==> src/rtl/lifo_pop_reader_pkg.sv <==
// Shared definitions for the LIFO pop reader: controller states and default widths.
package lifo_pop_reader_pkg;

  localparam int unsigned DEF_DATA_W = 10;
  localparam int unsigned DEF_CNT_W  = 4;

  typedef enum logic [1:0] {
    ST_IDLE  = 2'd0,
    ST_ISSUE = 2'd1,
    ST_WAIT  = 2'd2,
    ST_FLUSH = 2'd3
  } state_t;

endpackage

==> src/rtl/lifo_pop_reader_if.sv <==
// Control, LIFO read-port and output-stream signals of the pop reader.
interface lifo_pop_reader_if #(
  parameter int unsigned DATA_W = lifo_pop_reader_pkg::DEF_DATA_W,
  parameter int unsigned CNT_W  = lifo_pop_reader_pkg::DEF_CNT_W
);

  logic              start;
  logic [CNT_W-1:0]  req_count;
  logic              busy;
  logic              done;
  logic [CNT_W-1:0]  popped_count;
  logic              empty_seen;
  logic              lifo_read;
  logic              lifo_write_mon;
  logic [DATA_W-1:0] lifo_dataout;
  logic              lifo_val;
  logic [DATA_W-1:0] out_data;
  logic              out_valid;
  logic              out_ready;

  modport slave (
    input  start, req_count, lifo_write_mon, lifo_dataout, lifo_val, out_ready,
    output busy, done, popped_count, empty_seen, lifo_read, out_data, out_valid
  );

  modport master (
    output start, req_count, lifo_write_mon, lifo_dataout, lifo_val, out_ready,
    input  busy, done, popped_count, empty_seen, lifo_read, out_data, out_valid
  );

endinterface

==> src/rtl/lifo_pop_reader_out_reg.sv <==
// Single-entry valid/ready holding register for popped words.
module lifo_out_reg #(
  parameter int unsigned DATA_W = lifo_pop_reader_pkg::DEF_DATA_W
) (
  input  logic              clock,
  input  logic              reset_n,
  input  logic              i_load,
  input  logic [DATA_W-1:0] i_data,
  input  logic              i_ready,
  output logic              o_valid,
  output logic [DATA_W-1:0] o_data
);

  logic              r_valid;
  logic [DATA_W-1:0] r_data;

  always_ff @(posedge clock or negedge reset_n) begin
    if (!reset_n) begin
      r_valid <= 1'b0;
      r_data  <= '0;
    end else if (i_load) begin
      r_valid <= 1'b1;
      r_data  <= i_data;
    end else if (r_valid && i_ready) begin
      r_valid <= 1'b0;
    end
  end

  assign o_valid = r_valid;
  assign o_data  = r_data;

endmodule

==> src/rtl/lifo_pop_reader.sv <==
// Drains up to req_count words from a LIFO read port into a valid/ready stream.
module lifo_pop_reader
  import lifo_pop_reader_pkg::*;
#(
  parameter int unsigned DATA_W = DEF_DATA_W,
  parameter int unsigned CNT_W  = DEF_CNT_W
) (
  input  logic             clock,
  input  logic             reset_n,
  lifo_pop_reader_if.slave bus
);

  state_t            r_state;
  state_t            w_next;
  logic [CNT_W-1:0]  r_req;
  logic [CNT_W-1:0]  r_popped;
  logic              r_empty_seen;
  logic [CNT_W-1:0]  w_popped_inc;
  logic              w_target;
  logic              w_accept;
  logic              w_read;
  logic              w_done;
  logic              w_load;
  logic              w_out_valid;
  logic [DATA_W-1:0] w_out_data;

  assign w_accept     = (r_state == ST_IDLE) && bus.start;
  assign w_popped_inc = r_popped + 1'b1;
  // req_count of zero means "until empty", bounded by the counter saturating.
  assign w_target     = (r_req != '0) ? (w_popped_inc == r_req) : (&w_popped_inc);

  always_ff @(posedge clock or negedge reset_n) begin
    if (!reset_n) r_state <= ST_IDLE;
    else          r_state <= w_next;
  end

  always_comb begin
    w_next = r_state;
    w_read = 1'b0;
    w_done = 1'b0;
    w_load = 1'b0;
    case (r_state)
      ST_IDLE: begin
        if (bus.start) w_next = ST_ISSUE;
      end
      // Only strobe when the holding register is guaranteed free at the response.
      ST_ISSUE: begin
        if (!bus.lifo_write_mon && (!w_out_valid || bus.out_ready)) begin
          w_read = 1'b1;
          w_next = ST_WAIT;
        end
      end
      ST_WAIT: begin
        if (bus.lifo_val) begin
          w_load = 1'b1;
          w_next = w_target ? ST_FLUSH : ST_ISSUE;
        end else begin
          w_next = ST_FLUSH;
        end
      end
      ST_FLUSH: begin
        if (!w_out_valid) begin
          w_done = 1'b1;
          w_next = ST_IDLE;
        end
      end
      default: w_next = ST_IDLE;
    endcase
  end

  always_ff @(posedge clock or negedge reset_n) begin
    if (!reset_n) begin
      r_req        <= '0;
      r_popped     <= '0;
      r_empty_seen <= 1'b0;
    end else if (w_accept) begin
      r_req        <= bus.req_count;
      r_popped     <= '0;
      r_empty_seen <= 1'b0;
    end else if (r_state == ST_WAIT) begin
      if (bus.lifo_val) r_popped     <= w_popped_inc;
      else              r_empty_seen <= 1'b1;
    end
  end

  lifo_out_reg #(.DATA_W(DATA_W)) u_out_reg (
    .clock   (clock),
    .reset_n (reset_n),
    .i_load  (w_load),
    .i_data  (bus.lifo_dataout),
    .i_ready (bus.out_ready),
    .o_valid (w_out_valid),
    .o_data  (w_out_data)
  );

  assign bus.busy         = (r_state != ST_IDLE);
  assign bus.done         = w_done;
  assign bus.popped_count = r_popped;
  assign bus.empty_seen   = r_empty_seen;
  assign bus.lifo_read    = w_read;
  assign bus.out_data     = w_out_data;
  assign bus.out_valid    = w_out_valid;

endmodule

==> src/flat_wrapper.sv <==
// flat-port wrapper written by rule: the top's interface ports become plain ports
module lifo_pop_reader_flat import lifo_pop_reader_pkg::*;
#(
  parameter int unsigned DATA_W = DEF_DATA_W,
  parameter int unsigned CNT_W  = DEF_CNT_W
)
  (clock, reset_n, bus_start, bus_req_count, bus_lifo_write_mon, bus_lifo_dataout, bus_lifo_val, bus_out_ready, bus_busy, bus_done, bus_popped_count, bus_empty_seen, bus_lifo_read, bus_out_data, bus_out_valid);
  lifo_pop_reader_if #(.DATA_W(DATA_W), .CNT_W(CNT_W)) bus_i ();
  input  logic clock;
  input  logic reset_n;
  input wire logic [$bits(bus_i.start)-1:0] bus_start;
  input wire logic [$bits(bus_i.req_count)-1:0] bus_req_count;
  input wire logic [$bits(bus_i.lifo_write_mon)-1:0] bus_lifo_write_mon;
  input wire logic [$bits(bus_i.lifo_dataout)-1:0] bus_lifo_dataout;
  input wire logic [$bits(bus_i.lifo_val)-1:0] bus_lifo_val;
  input wire logic [$bits(bus_i.out_ready)-1:0] bus_out_ready;
  output wire logic [$bits(bus_i.busy)-1:0] bus_busy;
  output wire logic [$bits(bus_i.done)-1:0] bus_done;
  output wire logic [$bits(bus_i.popped_count)-1:0] bus_popped_count;
  output wire logic [$bits(bus_i.empty_seen)-1:0] bus_empty_seen;
  output wire logic [$bits(bus_i.lifo_read)-1:0] bus_lifo_read;
  output wire logic [$bits(bus_i.out_data)-1:0] bus_out_data;
  output wire logic [$bits(bus_i.out_valid)-1:0] bus_out_valid;
  assign bus_i.start = bus_start;
  assign bus_i.req_count = bus_req_count;
  assign bus_i.lifo_write_mon = bus_lifo_write_mon;
  assign bus_i.lifo_dataout = bus_lifo_dataout;
  assign bus_i.lifo_val = bus_lifo_val;
  assign bus_i.out_ready = bus_out_ready;
  assign bus_busy = bus_i.busy;
  assign bus_done = bus_i.done;
  assign bus_popped_count = bus_i.popped_count;
  assign bus_empty_seen = bus_i.empty_seen;
  assign bus_lifo_read = bus_i.lifo_read;
  assign bus_out_data = bus_i.out_data;
  assign bus_out_valid = bus_i.out_valid;
  lifo_pop_reader #(.DATA_W(DATA_W), .CNT_W(CNT_W)) u_core (.clock(clock), .reset_n(reset_n), .bus(bus_i));
endmodule
==> config.mk <==
export PLATFORM = sky130hd
export DESIGN_NAME = lifo_pop_reader_flat
export DESIGN_NICKNAME = d
export VERILOG_FILES = /design/src/rtl/lifo_pop_reader_pkg.sv /design/src/rtl/lifo_pop_reader_if.sv /design/src/rtl/lifo_pop_reader_out_reg.sv /design/src/rtl/lifo_pop_reader.sv /design/src/flat_wrapper.sv
export SDC_FILE = /design/constraint.sdc
export NUM_CORES = 1
export LEC_CHECK = 0
export CORE_MARGIN = 2
export CORE_UTILIZATION = 44
export DETAILED_ROUTE_END_ITERATION = 8
export PLACE_DENSITY = 0.79
export SLEW_MARGIN = 25
export SYNTH_ARGS = -nofsm -noshare
export SYNTH_HDL_FRONTEND = slang
export SYNTH_SLANG_ARGS = --single-unit
==> constraint.sdc <==
create_clock -name clock -period 2.1 [get_ports clock]
set_clock_uncertainty 0.05 [all_clocks]
set_input_delay 0.315 -clock clock [delete_from_list [all_inputs] [get_ports clock]]
set_output_delay 0.315 -clock clock [all_outputs]
set_load 0.01 [all_outputs]
==> results.toml, run 1 <==
[outcome]
status = "finished, final reports clean"

[clock_network]
cts_buffers = 3
clkSinkCount = 22
cts_tree = "yes"
cts_root_buffer = "clkbuf_4"
ctsHtreeMaxLevel = 1
clock_insertion_delay_worst_skew_ns = 0.30
clk_pin_slew_ns = 0.12
clockBufferDepth = 2
postCtsHoldBufs = 0

[setup_path]
cp_num_cells = 2
cp.required_ns = 1.74
critical_path.top_delay_family = "flip-flops"
worstPathMaxFanout = 8
path_cells = "or2_2, clkdlybuf4s50_1"
crit_buf_inv = 1
slowest_delay_ns = 0.50
worstSetupEndpointType = "output pin"
path_class = "reg -> out"
reg2reg_depth = 6
critPathSlowestCell = "dfrtp_2"
start_kind = "flip-flop"
critPathArrivalTime_ns = 1.58

[sta]
max_slew_margin_pct = 76.02
hold_viol = 0
fin_ws_ns = 0.1542
period_share_pct = 92.66
tightest_slew_ns = 0.3597
whs_ns = 0.2958
fmax_mhz = 513.9
setup_tns_ns = 0
maxSlewViolCount = 0
min_period_ns = 1.946
rsz0062_at_grt = "false"
setup_violations = 0

[logic_synthesis]
synth_cell_type_count = 28
syn_nets = 111
netlist_top_cells_area = "dfrtp_1, mux2_2, mux2_4"
synth_top_area_share_pct = 50.29
syn_inst = 89
yosysWarningCount = 0
synth.avg_cell_area_um2 = 12.30
ys_ff_latch = 22
ys_seq_area_share_pct = 50.29
syn-cell-area_um2 = 1095
yosys.area.top_type = "dfrtp_1"
synth_flop_cell = "dfrtp_1"
synthArstFlopShare_pct = 100.0
synth_edf_count = 0

[placed_design]
place_worst_setup_slack_ns = 0.01610
gp_congestion = 0.7422
dpl.hpwl_mm = 1.744
io_buffers = 38

[floorplanning]
dieHeight_um = 53.88
die-area_um2 = 2903
floorplan.initialDensity_pct = 45.43
core_um2 = 2410
dieWidth_um = 53.88
rows = 18
io-pin-count = 39

[layout]
areaGrowthSynthToFinish_pct = 39.89
nFillCells = 186
utilization_pct = 63.55
diodes = 0
fin_nets = 152
drive_gt1_share_pct = 20.16

[global_routing]
grt_usage_pct = 17.90
grt_max_degree = 23
overflow = 0
antenna_found_initial = 0
grt_pass1_wl_mm = 3.608
grt_pass1_vias = 769

[detailed_routing]
vias_per_cell = 5.057
drc = 0
antenna_left = 0
drt_iter0_markers = 7
vias = 804
drt_pass1_iterations = 4
wl_mm = 2.250
wl_per_cell_um = 14.15

[power]
power_density_nw_per_um2 = 1236
power.leakage_uw = 0.0006735
peakVddDrop_uv = 782.9
p_total_uw = 1893

[run]
maxCapViolations = 0

[hold_path]
hp-class = "in -> async"
-- final cells by class --
class	count	area, µm²	area share [%]
Multi-Input combinational cell	61	506.7	33.09
Sequential cell	22	553.0	36.11
Clock buffer	4	36.28	2.369
Tap cell	30	37.54	2.451
Timing Repair Buffer	39	386.6	25.25
Inverter	3	11.26	0.7353
-- worst register-to-register path, delay by kind of cell (launching register included) --
kind                       cells  cell delay, ns
buffers and inverters          1            0.08
DFF                            1            0.51
and+or+nand+nor                2            0.27
adders and majority gates      1            0.34
AOI/OAI and AO/OA              2            0.42
-- stage by stage --
step                      instances  instance area, µm²
after floorplan                  89                1095
after global placement          155                1494
after detailed placement        155                1494
after CTS                       159                1531
after global routing            159                1531
final                           159                1531
-- timing repair --
action | CTS | global route
setup endpoints to repair | 1 | 0
setup buffers | 0 | 0
endpoints found under the hold margin | 0 | 0
resized for setup | 3 | 0
-- path summary, 6_finish.rpt --
| kind | from | endpoint | slack, ns |
|---|---|---|---|
| setup / recovery | u_core.r_state[1]$_DFFE_PN0P_ | bus_busy | 0.15 |
| hold / removal | reset_n | u_core.bus.popped_count[2]$_DFFE_PN0P_ | 0.30 |
| setup reg to reg | u_core.bus.popped_count[0]$_DFFE_PN0P_ | u_core.r_state[1]$_DFFE_PN0P_ | 0.36 |
| hold reg to reg | u_core.u_out_reg.o_data[7]$_DFFE_PN0P_ | u_core.u_out_reg.o_data[7]$_DFFE_PN0P_ | 0.47 |
| max in group asynchronous | reset_n | u_core.r_state[1]$_DFFE_PN0P_ | 1.46 |
| min in group clock | u_core.u_out_reg.o_data[7]$_DFFE_PN0P_ | u_core.u_out_reg.o_data[7]$_DFFE_PN0P_ | 0.47 |
-- cells in the final DEF (no fill, tap or decap), drive strengths merged, types with 2 or more instances in the layout --
cell type and instances:
a21oi 4, clkbuf 4, clkdlybuf4s50 37, dfrtp 22, ha 2, inv 3, mux2 14, nand2 4
nand2b 4, nand3 2, nor2 5, nor2b 2, nor3b 2, o21ai 7, xnor2 4
-- cell families (layout without fill, tap and decap cells) --
group                      count (synthesis)  count (layout)  synth area share, %
buffers and inverters                      6              46                3.428
xor gates and xnor gates                   6               6                6.057
muxes                                     14              14                15.43
AOI/OAI and AO/OA                         15              15                7.658
adders and majority gates                  2               2                2.285
DFF                                       22              22                50.29
and+or+nand+nor                           24              24                14.86
-- layer usage --
metal / vias to the layer above / track usage, % / routed length [µm]
met4: 0 / 12.39 / 54
li1: 391 / - / -
met3: 4 / 1.667 / 63
met2: 18 / 27.03 / 1172
met1: 391 / 24.15 / 960
met5: - / 0 / 0
-- sequential cells by signal, indices dropped and copies added, names as in the netlist --
signal and cells:
u_core.u_out_reg.o_valid 1, u_core.r_state 2, u_core.u_out_reg.o_data 10, u_core.r_req 4
u_core.bus.empty_seen 1, u_core.bus.popped_count 4
-- synth_stat cells (2+ instances only) --
master	instances
ha_1	2
nand3_1	2
mux2_2	11
nor2_1	5
inv_1	3
mux2_4	3
nand2_1	4
a21oi_1	4
buf_4	2
xnor2_1	4
nand2b_1	4
nor2b_1	2
dfrtp_1	22
o21ai_0	7
-- where the power goes --
| part | leakage, µW | internal, µW | total, µW | switching, µW |
|---|---|---|---|---|
| Clock | 0.0000210 | 106 | 228 | 122 |
| Sequential | 0.000271 | 607 | 783 | 176 |
| Combinational | 0.000382 | 560 | 882 | 323 |
No activity file was read; power rests on OpenSTA's default activity.
==> run 2: changes to the inputs <==
Settings changed: CAP_MARGIN set to 20, CORE_UTILIZATION 44 to 35, PLACE_DENSITY 0.79 to not set.
==> run 2 against run 1 <==
Via count increased by 1.5%; worst setup slack lost 0.0044 ns; sequential power down 2%; die area rose by 24%; clock-buffer cell count is 1 lower; non-clock buffer count up 3; clock power is 41% higher; core utilization decreased by 11 points; maximum frequency shrank 0.22%; critical path depth increased by 1; largest power group unchanged; global-route usage decreased by 3.2 points.
==> results.toml, run 2 (synthesis results as in run 1) <==
[power]
seqPwrFrac_pct = 38.2
p_int_uw = 1382
p_sw_share_pct = 31.31
peakVddDrop_uv = 599.8
power_density_nw_per_um2 = 1279
pwr-share-clk_pct = 16.0
power_frac_comb_pct = 45.8
p_sw_uw = 630.2
power.leakage_uw = 0.0006961

[layout]
largest_register_ffs = 10
seq_area_um2 = 553.0
multi_input_comb_area_um2 = 506.7
nFillCells = 273
areaGrowthSynthToFinish_pct = 43.77
fin_nets = 155
drive_gt1_share_pct = 21.97
diodes = 0
final_common_cell = "clkdlybuf4s50_1"
mostFrequentLayoutCells = "clkdlybuf4s50_1, dfrtp_1, mux2_2"
utilization_pct = 52.42

[global_routing]
antenna_found_initial = 0
grt_usage_pct = 14.71
grt_pass1_wl_mm = 3.912
overflow = 0
grt_pass1_vias = 876
grt_max_degree = 23

[clock_network]
clockBufferDepth = 2
clkSinkCount = 22
cts_tree = "yes"
cts_buffers = 3
clock_insertion_delay_worst_skew_ns = 0.31
ctsHtreeMaxLevel = 1
postCtsHoldBufs = 0
clk_pin_slew_ns = 0.12
cts_root_buffer = "clkbuf_4"

[outcome]
status = "finished, final reports clean"

[setup_path]
rrSetupSlack_ns = 0.47
worstSetupEndpointType = "output pin"
reg2reg_depth = 5
path_class = "reg -> out"
start_kind = "flip-flop"
r2r-end = "u_core.r_state[1]$_DFFE_PN0P_"
r2r-start = "u_core.bus.popped_count[1]$_DFFE_PN0P_"
cp.required_ns = 1.74
critPathArrivalTime_ns = 1.59
worstPathMaxFanout = 10

[floorplanning]
dieWidth_um = 59.93
dieHeight_um = 59.93
rows = 20
core_um2 = 3003
floorplan.initialDensity_pct = 36.46
io-pin-count = 39
die-area_um2 = 3592

[sta]
tightest_slew_ns = 0.3313
rsz0062_at_grt = "false"
maxSlewViolCount = 0
setup_tns_ns = 0
max_slew_margin_pct = 77.89
period_share_pct = 92.86
hold_viol = 0
fmax_mhz = 512.8
min_period_ns = 1.950
setup_violations = 0

[placed_design]
gp_congestion = 0.7930
dpl.hpwl_mm = 1.719
io_buffers = 38

[detailed_routing]
wl_per_cell_um = 13.68
wl_mm = 2.258
drt_pass1_iterations = 4
antenna_left = 0
maxUsedRoutingLayer = "met4"
met1_length_um = 956
drc = 0
drt_iter0_markers = 19
met2WireLength_mm = 1.189
dr_wl_met3_um = 60
vias = 816
vias_per_cell = 4.945

[run]
maxCapViolations = 0

[hold_path]
hp-class = "in -> async"
## run 2: power by group through the flow
stage	Clock, µW	Sequential, µW	Combinational (µW)
global route	358	801	997
detailed placement	0	774	939
floorplan	0	780	494
finish	322	769	922
global placement	0	766	925
CTS	336	770	938
## run 2: worst max path at each step
stage | startpoint | endpoint | slack [ns] | depth (start not counted)
after floorplan | u_core.bus.popped_count[0]$_DFFE_PN0P_ | u_core.r_state[1]$_DFFE_PN0P_ | 0.48 | 6
after detailed placement | bus_out_ready | bus_lifo_read | 0.02 | 4
after global placement | bus_out_ready | bus_lifo_read | 0.05 | 4
after CTS | u_core.r_state[0]$_DFFE_PN0P_ | bus_done | 0.11 | 3
final | u_core.r_state[0]$_DFFE_PN0P_ | bus_done | 0.15 | 3
after global routing | u_core.r_state[0]$_DFFE_PN0P_ | bus_done | 0.04 | 3
## run 2: metal layers
| layer | GRT usage [%] | vias up |
|---|---|---|
| met5 | 0 | - |
| met4 | 9.206 | 0 |
| met3 | 3.247 | 6 |
| met2 | 23.60 | 16 |
| met1 | 17.73 | 395 |
| li1 | - | 399 |
## run 2: area by class of cell
cell class | count | share of cell area, %
flip-flops and latches | 22 | 35.14
multi-input cells | 61 | 32.19
repair buffers | 42 | 25.99
well taps | 33 | 2.623
clock inverters | 1 | 1.908
clock buffers | 3 | 1.431
inverters | 3 | 0.7154
## run 2: through the flow
step	setup WS [ns]	instance area, µm²	total power, µW	cells	hold WS, ns
2_1_floorplan	0.4771	1095	1274	89	-0.03059
3_3_place_gp	0.05400	1520	1692	161	0.4379
3_5_place_dp	0.01595	1520	1713	161	0.4429
4_1_cts	0.1095	1574	2044	165	0.2863
5_1_grt	0.04115	1574	2157	165	0.2850
6_report	0.1499	1574	2013	165	0.2829
## run 2: what timing repair did
item,CTS,global route
setup endpoints to repair,2,0
resized for setup,3,0
buffers inserted,0,0
## run 2: worst max-delay path: stages (launching register included)
cell and delay, ns:
dfrtp_2 0.49, nand2b_1 0.12, nor2_1 0.12, clkdlybuf4s50_1 0.55
